## src/rtl/mips_pkg.sv

```systemverilog
// Shared PCSrc encodings and vector addresses for the control decoder and the PC stage.
// Vectors sit in the kernel half of the address space (bit 31 set).
package mips_pkg;

  localparam logic [2:0] PCSRC_SEQ = 3'd0;
  localparam logic [2:0] PCSRC_BR  = 3'd1;
  localparam logic [2:0] PCSRC_J   = 3'd2;
  localparam logic [2:0] PCSRC_JR  = 3'd3;
  localparam logic [2:0] PCSRC_IRQ = 3'd4;
  localparam logic [2:0] PCSRC_EXC = 3'd5;

  localparam logic [31:0] RESET_VEC = 32'h8000_0000;
  localparam logic [31:0] IRQ_VEC   = 32'h8000_0004;
  localparam logic [31:0] EXC_VEC   = 32'h8000_0008;

endpackage

```

## src/rtl/pc_unit_irq_sync.sv

```systemverilog
// Two-flop synchroniser plus history flop for the async timer request; one-cycle pulse per rising edge.
// Pulse appears two edges after irq_in is first sampled high; a held-high input does not re-pulse.
module irq_sync (
  input  logic clk,
  input  logic reset,
  input  logic irq_in,
  output logic rise
);

  logic s1, s2, s3;

  always_ff @(posedge clk) begin
    if (reset) begin
      s1 <= 1'b0;
      s2 <= 1'b0;
      s3 <= 1'b0;
    end else begin
      s1 <= irq_in;
      s2 <= s1;
      s3 <= s2;
    end
  end

  assign rise = s2 & ~s3;

endmodule

```

## src/rtl/pc_unit.sv

```systemverilog
// PC register and next-PC select; PC updates one edge after the select inputs, pc_en=0 stalls.
// Latches the synchronised timer interrupt and masks it while the PC is in kernel space.
module pc_unit #(
  parameter logic [31:0] RESET_VEC = mips_pkg::RESET_VEC,
  parameter logic [31:0] IRQ_VEC   = mips_pkg::IRQ_VEC,
  parameter logic [31:0] EXC_VEC   = mips_pkg::EXC_VEC
) (
  input  logic        clk,
  input  logic        reset,
  input  logic [2:0]  PCSrc,
  input  logic        ALUOut0,
  input  logic [31:0] Imm32,
  input  logic [25:0] JT,
  input  logic [31:0] RsData,
  input  logic        pc_en,
  input  logic        irq_in,
  output logic [31:0] PC,
  output logic [31:0] PC_plus4,
  output logic [31:0] ReturnAddr,
  output logic        ker,
  output logic        IRQ
);
  import mips_pkg::*;

  logic [31:0] pc_nxt;
  logic [31:0] br_tgt;
  logic        pending;
  logic        rise;
  logic        unused_imm;

  // Only the low 29 immediate bits survive the <<2 into a 31-bit offset.
  assign unused_imm = ^Imm32[31:29];

  // The kernel bit is never produced by sequential or branch arithmetic.
  assign PC_plus4 = {PC[31], PC[30:0] + 31'd4};
  assign br_tgt   = {PC[31], PC_plus4[30:0] + {Imm32[28:0], 2'b00}};

  always_comb begin
    pc_nxt = PC_plus4;
    case (PCSrc)
      PCSRC_BR:  if (ALUOut0) pc_nxt = br_tgt;
      PCSRC_J:   pc_nxt = {PC_plus4[31:28], JT, 2'b00};
      PCSRC_JR:  pc_nxt = {PC[31] & RsData[31], RsData[30:0]};
      PCSRC_IRQ: pc_nxt = IRQ_VEC;
      PCSRC_EXC: pc_nxt = EXC_VEC;
      default:   pc_nxt = PC_plus4;
    endcase
  end

  // The interrupted instruction never executed, so the handler returns to it.
  assign ReturnAddr = (PCSrc == PCSRC_IRQ) ? PC : PC_plus4;
  assign ker        = PC[31];
  assign IRQ        = pending & ~ker;

  always_ff @(posedge clk) begin
    if (reset)      PC <= RESET_VEC;
    else if (pc_en) PC <= pc_nxt;
  end

  irq_sync u_irq_sync (
    .clk    (clk),
    .reset  (reset),
    .irq_in (irq_in),
    .rise   (rise)
  );

  // A new edge wins over acknowledgement so a back-to-back request is not lost.
  always_ff @(posedge clk) begin
    if (reset)
      pending <= 1'b0;
    else if (rise)
      pending <= 1'b1;
    else if (pc_en && (PCSrc == PCSRC_IRQ))
      pending <= 1'b0;
  end

endmodule

```

## config.mk

```make
export PLATFORM = sky130hd
export DESIGN_NAME = pc_unit
export DESIGN_NICKNAME = d
export VERILOG_FILES = /design/src/rtl/mips_pkg.sv /design/src/rtl/pc_unit_irq_sync.sv /design/src/rtl/pc_unit.sv
export SDC_FILE = /design/constraint.sdc
export NUM_CORES = 1
export LEC_CHECK = 0
export ABC_AREA = 1
export CAP_MARGIN = 0
export CORE_MARGIN = 2
export CORE_UTILIZATION = 40
export DETAILED_ROUTE_END_ITERATION = 10
export GPL_TIMING_DRIVEN = 0
export PLACE_DENSITY_LB_ADDON = 0.1
export SLEW_MARGIN = 20
export SYNTH_ARGS = -nofsm -noshare
export SYNTH_HDL_FRONTEND = slang
export SYNTH_HIERARCHICAL = 1
export SYNTH_SLANG_ARGS = --single-unit
export TNS_END_PERCENT = 10
```

## constraint.sdc

```tcl
create_clock -name clk -period 4.3 [get_ports clk]
set_input_delay 0.645 -clock clk [delete_from_list [all_inputs] [get_ports clk]]
set_output_delay 0.645 -clock clk [all_outputs]
set_load 0.1 [all_outputs]
```

**Yosys cells after proc, flatten, opt, wreduce, memory -nomap -nowiden**

Cells that the tools add are included.

- Output and inout port bits: 98
- Bits of input ports: 98
- Logic and storage cells: 29
- Flip-flop bits (word level): 36

- Bitwise logic cells: 7
- Reduce and logical (&&, ||, !) cells: 4
- Add/subtract/negate cells: 2
- Muxes and demuxes: 5
- Equality and inequality tests: 5

Operators with widths:

| cell | number |
|---|---|
| $pmux 32 s5 | 1 |
| $mux 31 | 2 |
| $add 31x3->31 const B | 1 |
| $add 31x31->31 | 1 |
| $eq 3x2->1 const B | 2 |
| $eq 3x3->1 const B | 2 |
| $not 1->1 | 4 |
| $reduce_and 4->1 | 1 |
| $and 1x1->1 | 3 |
| $eq 3x1->1 const B | 1 |
| $reduce_bool 3->1 | 1 |
| $mux 1 | 2 |
| $reduce_bool 2->1 | 1 |
| $logic_and 1x1->1 | 1 |

**Logic depth before layout (Yosys ltp)**

- Depth in word-level cells: 4
- Mapped depth: 25
- Mapped depth without buffers: 25

**By module**

Netlist, hierarchy kept.

By module, submodules not included:

| module | times used | cells an instance | area an instance (um^2) |
|---|---|---|---|
| pc_unit | 1 | 932 | 5,277.6 |
| irq_sync | 1 | 10 | 86.3 |

**Worst setup path before layout**

No wires, ideal clock.

- Kind: register to output
- Start point: register PC[2]
- End point: output port ReturnAddr[18]
- Stages on the path, launching flop included: 9
- Path buffers: 0
- Setup slack: -2,098 ps
- Required time: 3,655 ps
- Arrival: 5,753 ps
- Cell sequence: dfxtp_1 ha_1 nand2_2 nor2_8 nand2_4 nor3_2 xor2_1 inv_1 o21ai_0

- Cells in the longest elaborated chain, start to end: 2

RTL lines:

| element | RTL line | source |
|---|---|---|
| start, declared | pc_unit.sv:17 | `output logic [31:0] PC,` |
| start signal, assigned | pc_unit.sv:57 | `else if (pc_en) PC <= pc_nxt;` |
| $add 31x3->31 | pc_unit.sv:35 | `assign PC_plus4 = {PC[31], PC[30:0] + 31'd4};` |
| via PC_plus4[18] | pc_unit.sv:18 | `output logic [31:0] PC_plus4,` |
| $mux 31 | pc_unit.sv:51 | `assign ReturnAddr = (PCSrc == PCSRC_IRQ) ? PC : PC_plus4;` |
| end, declared | pc_unit.sv:19 | `output logic [31:0] ReturnAddr,` |

The timed path passes the listed nets, and every way through them passes these cells.

**Worst setup path in the final report**

- Start point: input port PCSrc[2]
- End point: output port ReturnAddr[19]

- Cells in the longest elaborated chain, start to end: 2

RTL lines:

| element | RTL line | source |
|---|---|---|
| start, declared | pc_unit.sv:10 | `input logic [2:0] PCSrc,` |
| $eq 3x3->1 | pc_unit.sv:51 |  |
| $mux 31 | pc_unit.sv:51 |  |

No other way between the ends.

==> reports/results.md <==
## Place
* 19900 µm — HPWL after detailed placement
* -307 ps — placement-stage worst setup slack
* 0.994 — RD Place Congestion
* 192 — Port Buffers

## Setup path
* 590 ps — delay of the slowest cell on the worst path
* 3650 ps — Crit path required time
* 17 — depth of the worst register-to-register path
* 3350 ps — data arrival time at the worst-slack endpoint
* PCSrc[2] — launch point of the critical path
* primary input to output pin — Crit Path Category
* buffers and inverters — Worst path top cell family by delay
* sky130_fd_sc_hd__clkdlybuf4s50_1 — Critical-path top delay cell
* 320 ps — R2R Setup Slk
* 6 — number of buffers and inverters on the critical path
* clkdlybuf4s50_1 -> inv_1 -> nor2_1 -> inv_1 -> nor2_2 -> clkinv_1 -> clkbuf_1 -> nand2_1 -> nand2_1 -> dlygate4sd2_1 — critical-path cell list
* primary input — kind of start point of the critical path
* PC[27] — FF-to-FF End
* PC[16] — R2R Path Start
* 10 — maximum net fanout on the critical path
* output pin — critical path capture point type

## Yosys
* 942 — cells after synthesis
* sky130_fd_sc_hd__dfxtp_1 — most instantiated flip-flop cell in the synthesis netlist
* 5.69 µm² — synthesized area per cell
* 1076 — synthesized netlist net count
* 49 — number of different library cells in the post-synthesis netlist
* 0.134 — sequential cell area fraction in the yosys report
* 6 — yosys warns
* 0 — Async SR Flop Fraction
* 36 — post-synthesis register bit count
* 0 — Post-synth EDFFs
* 0.00536 mm² — Mapped Area

## Final layout
* 1384 — count of filler cells inserted in the layout
* 723 µm² — combined flip-flop and latch cell area
* 0 — diode insertion count for antenna repair
* 0.00409 mm² — area used by multi-input combinational logic
* 1275 — Net count, final
* 45.5% — synth-to-layout area growth
* 0.0832 — fraction of layout cells with a size suffix above 1

## STA
* 0 — number of hold-slack violations in the final timing report
* 9.33 ps — maximum clock skew at final layout
* 0.928 — final clock period utilization by the worst path
* false — RSZ-0062 raised after global routing
* 251 MHz — max frequency
* 3990 ps — min cycle time layout
* 309 ps — smallest setup slack after layout
* 0 — final number of max-transition violations
* 0 — number of endpoints failing setup at the final stage
* 999 ps — transition at the pin with the smallest max-transition slack
* 0.333 — worst slew slack as a fraction of its limit

## Global routing
* 36100 µm — first-pass GRT wire length
* 13 — largest net degree at the start of global routing
* 0 — total congestion overflow after global routing
* 0.327 — All-Layer GR Usage
* 6559 — number of global-route vias before repair
* 0 — antenna violations before repair

## Worst hold path
* u_irq_sync/s2 — Worst Hold Path EP
* register to register — path class of the lowest-slack min-delay path
* u_irq_sync/s1 — start point of the worst min-delay path
* 2 — WHS Path Cells

## Clock tree
* 60 ps — CTS clk-pin slew, worst paths
* 36 — clock sink total
* 0 — cts hold-fix bufs
* 2 — clock tree buffer depth
* 2 — H-tree depth
* 5 — Num CTS Buffers
* 0 — # Post-CTS Setup Buffers
* done — TritonCTS clock tree
* sky130_fd_sc_hd__clkbuf_16 — Clk Tree Root Cell
* 290 ps — worst-skew pair later-pin latency

## Routing
* 697 — Iteration-0 DRC Markers
* 5.44 — vias per cell
* 7164 — routed via count
* 0 — Final ANT Viol Nets
* 5 — first-pass detailed-route iteration total
* 18.1 µm — wire per inst
* 0 — remaining routing DRC violations
* 23800 µm — routed wire length

## Job
* 0 — max-cap violations

## Floorplan
* 0.0132 mm² — core outline area
* 120 µm — chip width
* 196 — I/O pin total
* 0.0144 mm² — Die Outline Area
* 42 — site row count
* 120 µm — Vert. Die Dim
* 0.407 — initial core utilization

## Power and ir drop
* 269 mW/mm² — total power per unit cell area
* 186 µV — IR Drop Worst-Case VDD
* 0.00210 W — post-route total power
* 3.81 nW — LEAKAGE

## Outcome
* finished clean — run status

-- cell usage after synthesis, types with 5 or more instances --
master / count / area [µm²]
sky130_fd_sc_hd__a21oi_1: 67 / 335
sky130_fd_sc_hd__a221oi_1: 8 / 70.1
sky130_fd_sc_hd__a22oi_1: 21 / 158
sky130_fd_sc_hd__buf_4: 11 / 82.6
sky130_fd_sc_hd__clkbuf_1: 14 / 52.6
sky130_fd_sc_hd__dfxtp_1: 36 / 721
sky130_fd_sc_hd__ha_1: 35 / 438
sky130_fd_sc_hd__inv_1: 119 / 447
sky130_fd_sc_hd__inv_2: 6 / 22.5
sky130_fd_sc_hd__nand2_1: 255 / 957
sky130_fd_sc_hd__nand2_2: 10 / 62.6
sky130_fd_sc_hd__nand3_1: 62 / 310
sky130_fd_sc_hd__nand4_1: 10 / 62.6
sky130_fd_sc_hd__nor2_1: 81 / 304
sky130_fd_sc_hd__nor2_2: 5 / 31.3
sky130_fd_sc_hd__nor2_4: 5 / 56.3
sky130_fd_sc_hd__nor3_1: 13 / 65.1
sky130_fd_sc_hd__o21ai_0: 83 / 415
sky130_fd_sc_hd__o21ai_1: 15 / 75.1
sky130_fd_sc_hd__o21bai_1: 10 / 75.1
sky130_fd_sc_hd__or2_2: 5 / 31.3
sky130_fd_sc_hd__xor2_1: 14 / 123
-- through the flow --
| step | std cells | hold slack, ps | utilization | setup TNS [ps] | area, µm² |
|---|---|---|---|---|---|
| 3_5_place_dp | 1310 | 397 | 0.578 | -2080 | 7620 |
| 3_3_place_gp | 1310 | 390 | 0.578 | -2120 | 7620 |
| 6_report | 1318 | 404 | 0.592 | 0 | 7800 |
| 2_1_floorplan | 942 | 388 | - | -5880 | 5480 |
| 4_1_cts | 1318 | 405 | 0.590 | 0 | 7780 |
| 5_1_grt | 1318 | 418 | 0.592 | 0 | 7800 |
-- tightest hold or removal path, delay by kind of cell, from the launching register on --
| family | cells | cell delay, ps |
|---|---|---|
| buffers and inverters | 1 | 40 |
| DFF | 1 | 300 |
| and+or+nand+nor | 1 | 30 |
-- worst max-delay path by stage --
stage / end / slack (ps) / cells past startpoint
after detailed placement: ReturnAddr[30] / -310 / 9
after floorplan: ReturnAddr[27] / -550 / 8
after global placement: ReturnAddr[30] / -310 / 9
after global routing: PC[29] / 70 / 19
final: ReturnAddr[19] / 310 / 10
after CTS: ReturnAddr[18] / 1 / 9
-- cell families after synthesis --
family / share of synthesized area
AOI/OAI and AO/OA: 0.244
xor gates and xnor gates: 0.0294
adders and majority gates: 0.0854
buffers and inverters: 0.123
DFF: 0.134
and+or+nand+nor: 0.383
-- final cells by class --
class                   instances  area share
inverters                     126      0.0611
clock inverters                 3     0.00545
flip-flops and latches         36      0.0927
plain buffers                  33      0.0241
clock buffers                   5      0.0160
well taps                     176      0.0282
multi-input cells             747       0.525
repair buffers                192       0.248
-- flip-flops by register name, summed over array words and instances, names as in the netlist --
signal         count
u_irq_sync/s3      1
u_irq_sync/s1      1
PC                32
pending            1
u_irq_sync/s2      1
-- where the power goes --
group | switching, W | internal (W)
Combinational | 0.000918 | 0.000347
Clock | 0.000162 | 0.000273
Sequential | 0.0000431 | 0.000357
-- what timing repair did --
item	4_1_cts	5_1_grt
resized for setup	14	35
setup endpoints to repair	9	28
endpoints found under the hold margin	0	0
-- layout by cell type (no fill, tap or decap), drive strengths merged, types with 14 or more instances in the layout --
cell             n
nand3           66
clkdlybuf4s50  163
clkbuf          26
a21oi           69
ha              35
inv            124
nor3            15
buf             17
nand2          267
o21ai          102
a22oi           21
dfxtp           36
xor2            14
dlymetal6s2s    20
nor2            92
-- layer usage --
metal,vias up,part of all wire,GRT usage
met5,-,0,0
met4,0,0.028,0.100
met3,44,0.097,0.0589
met2,379,0.42,0.497
met1,3233,0.45,0.470
li1,3508,-,-
(Power assumes the default switching activity.)
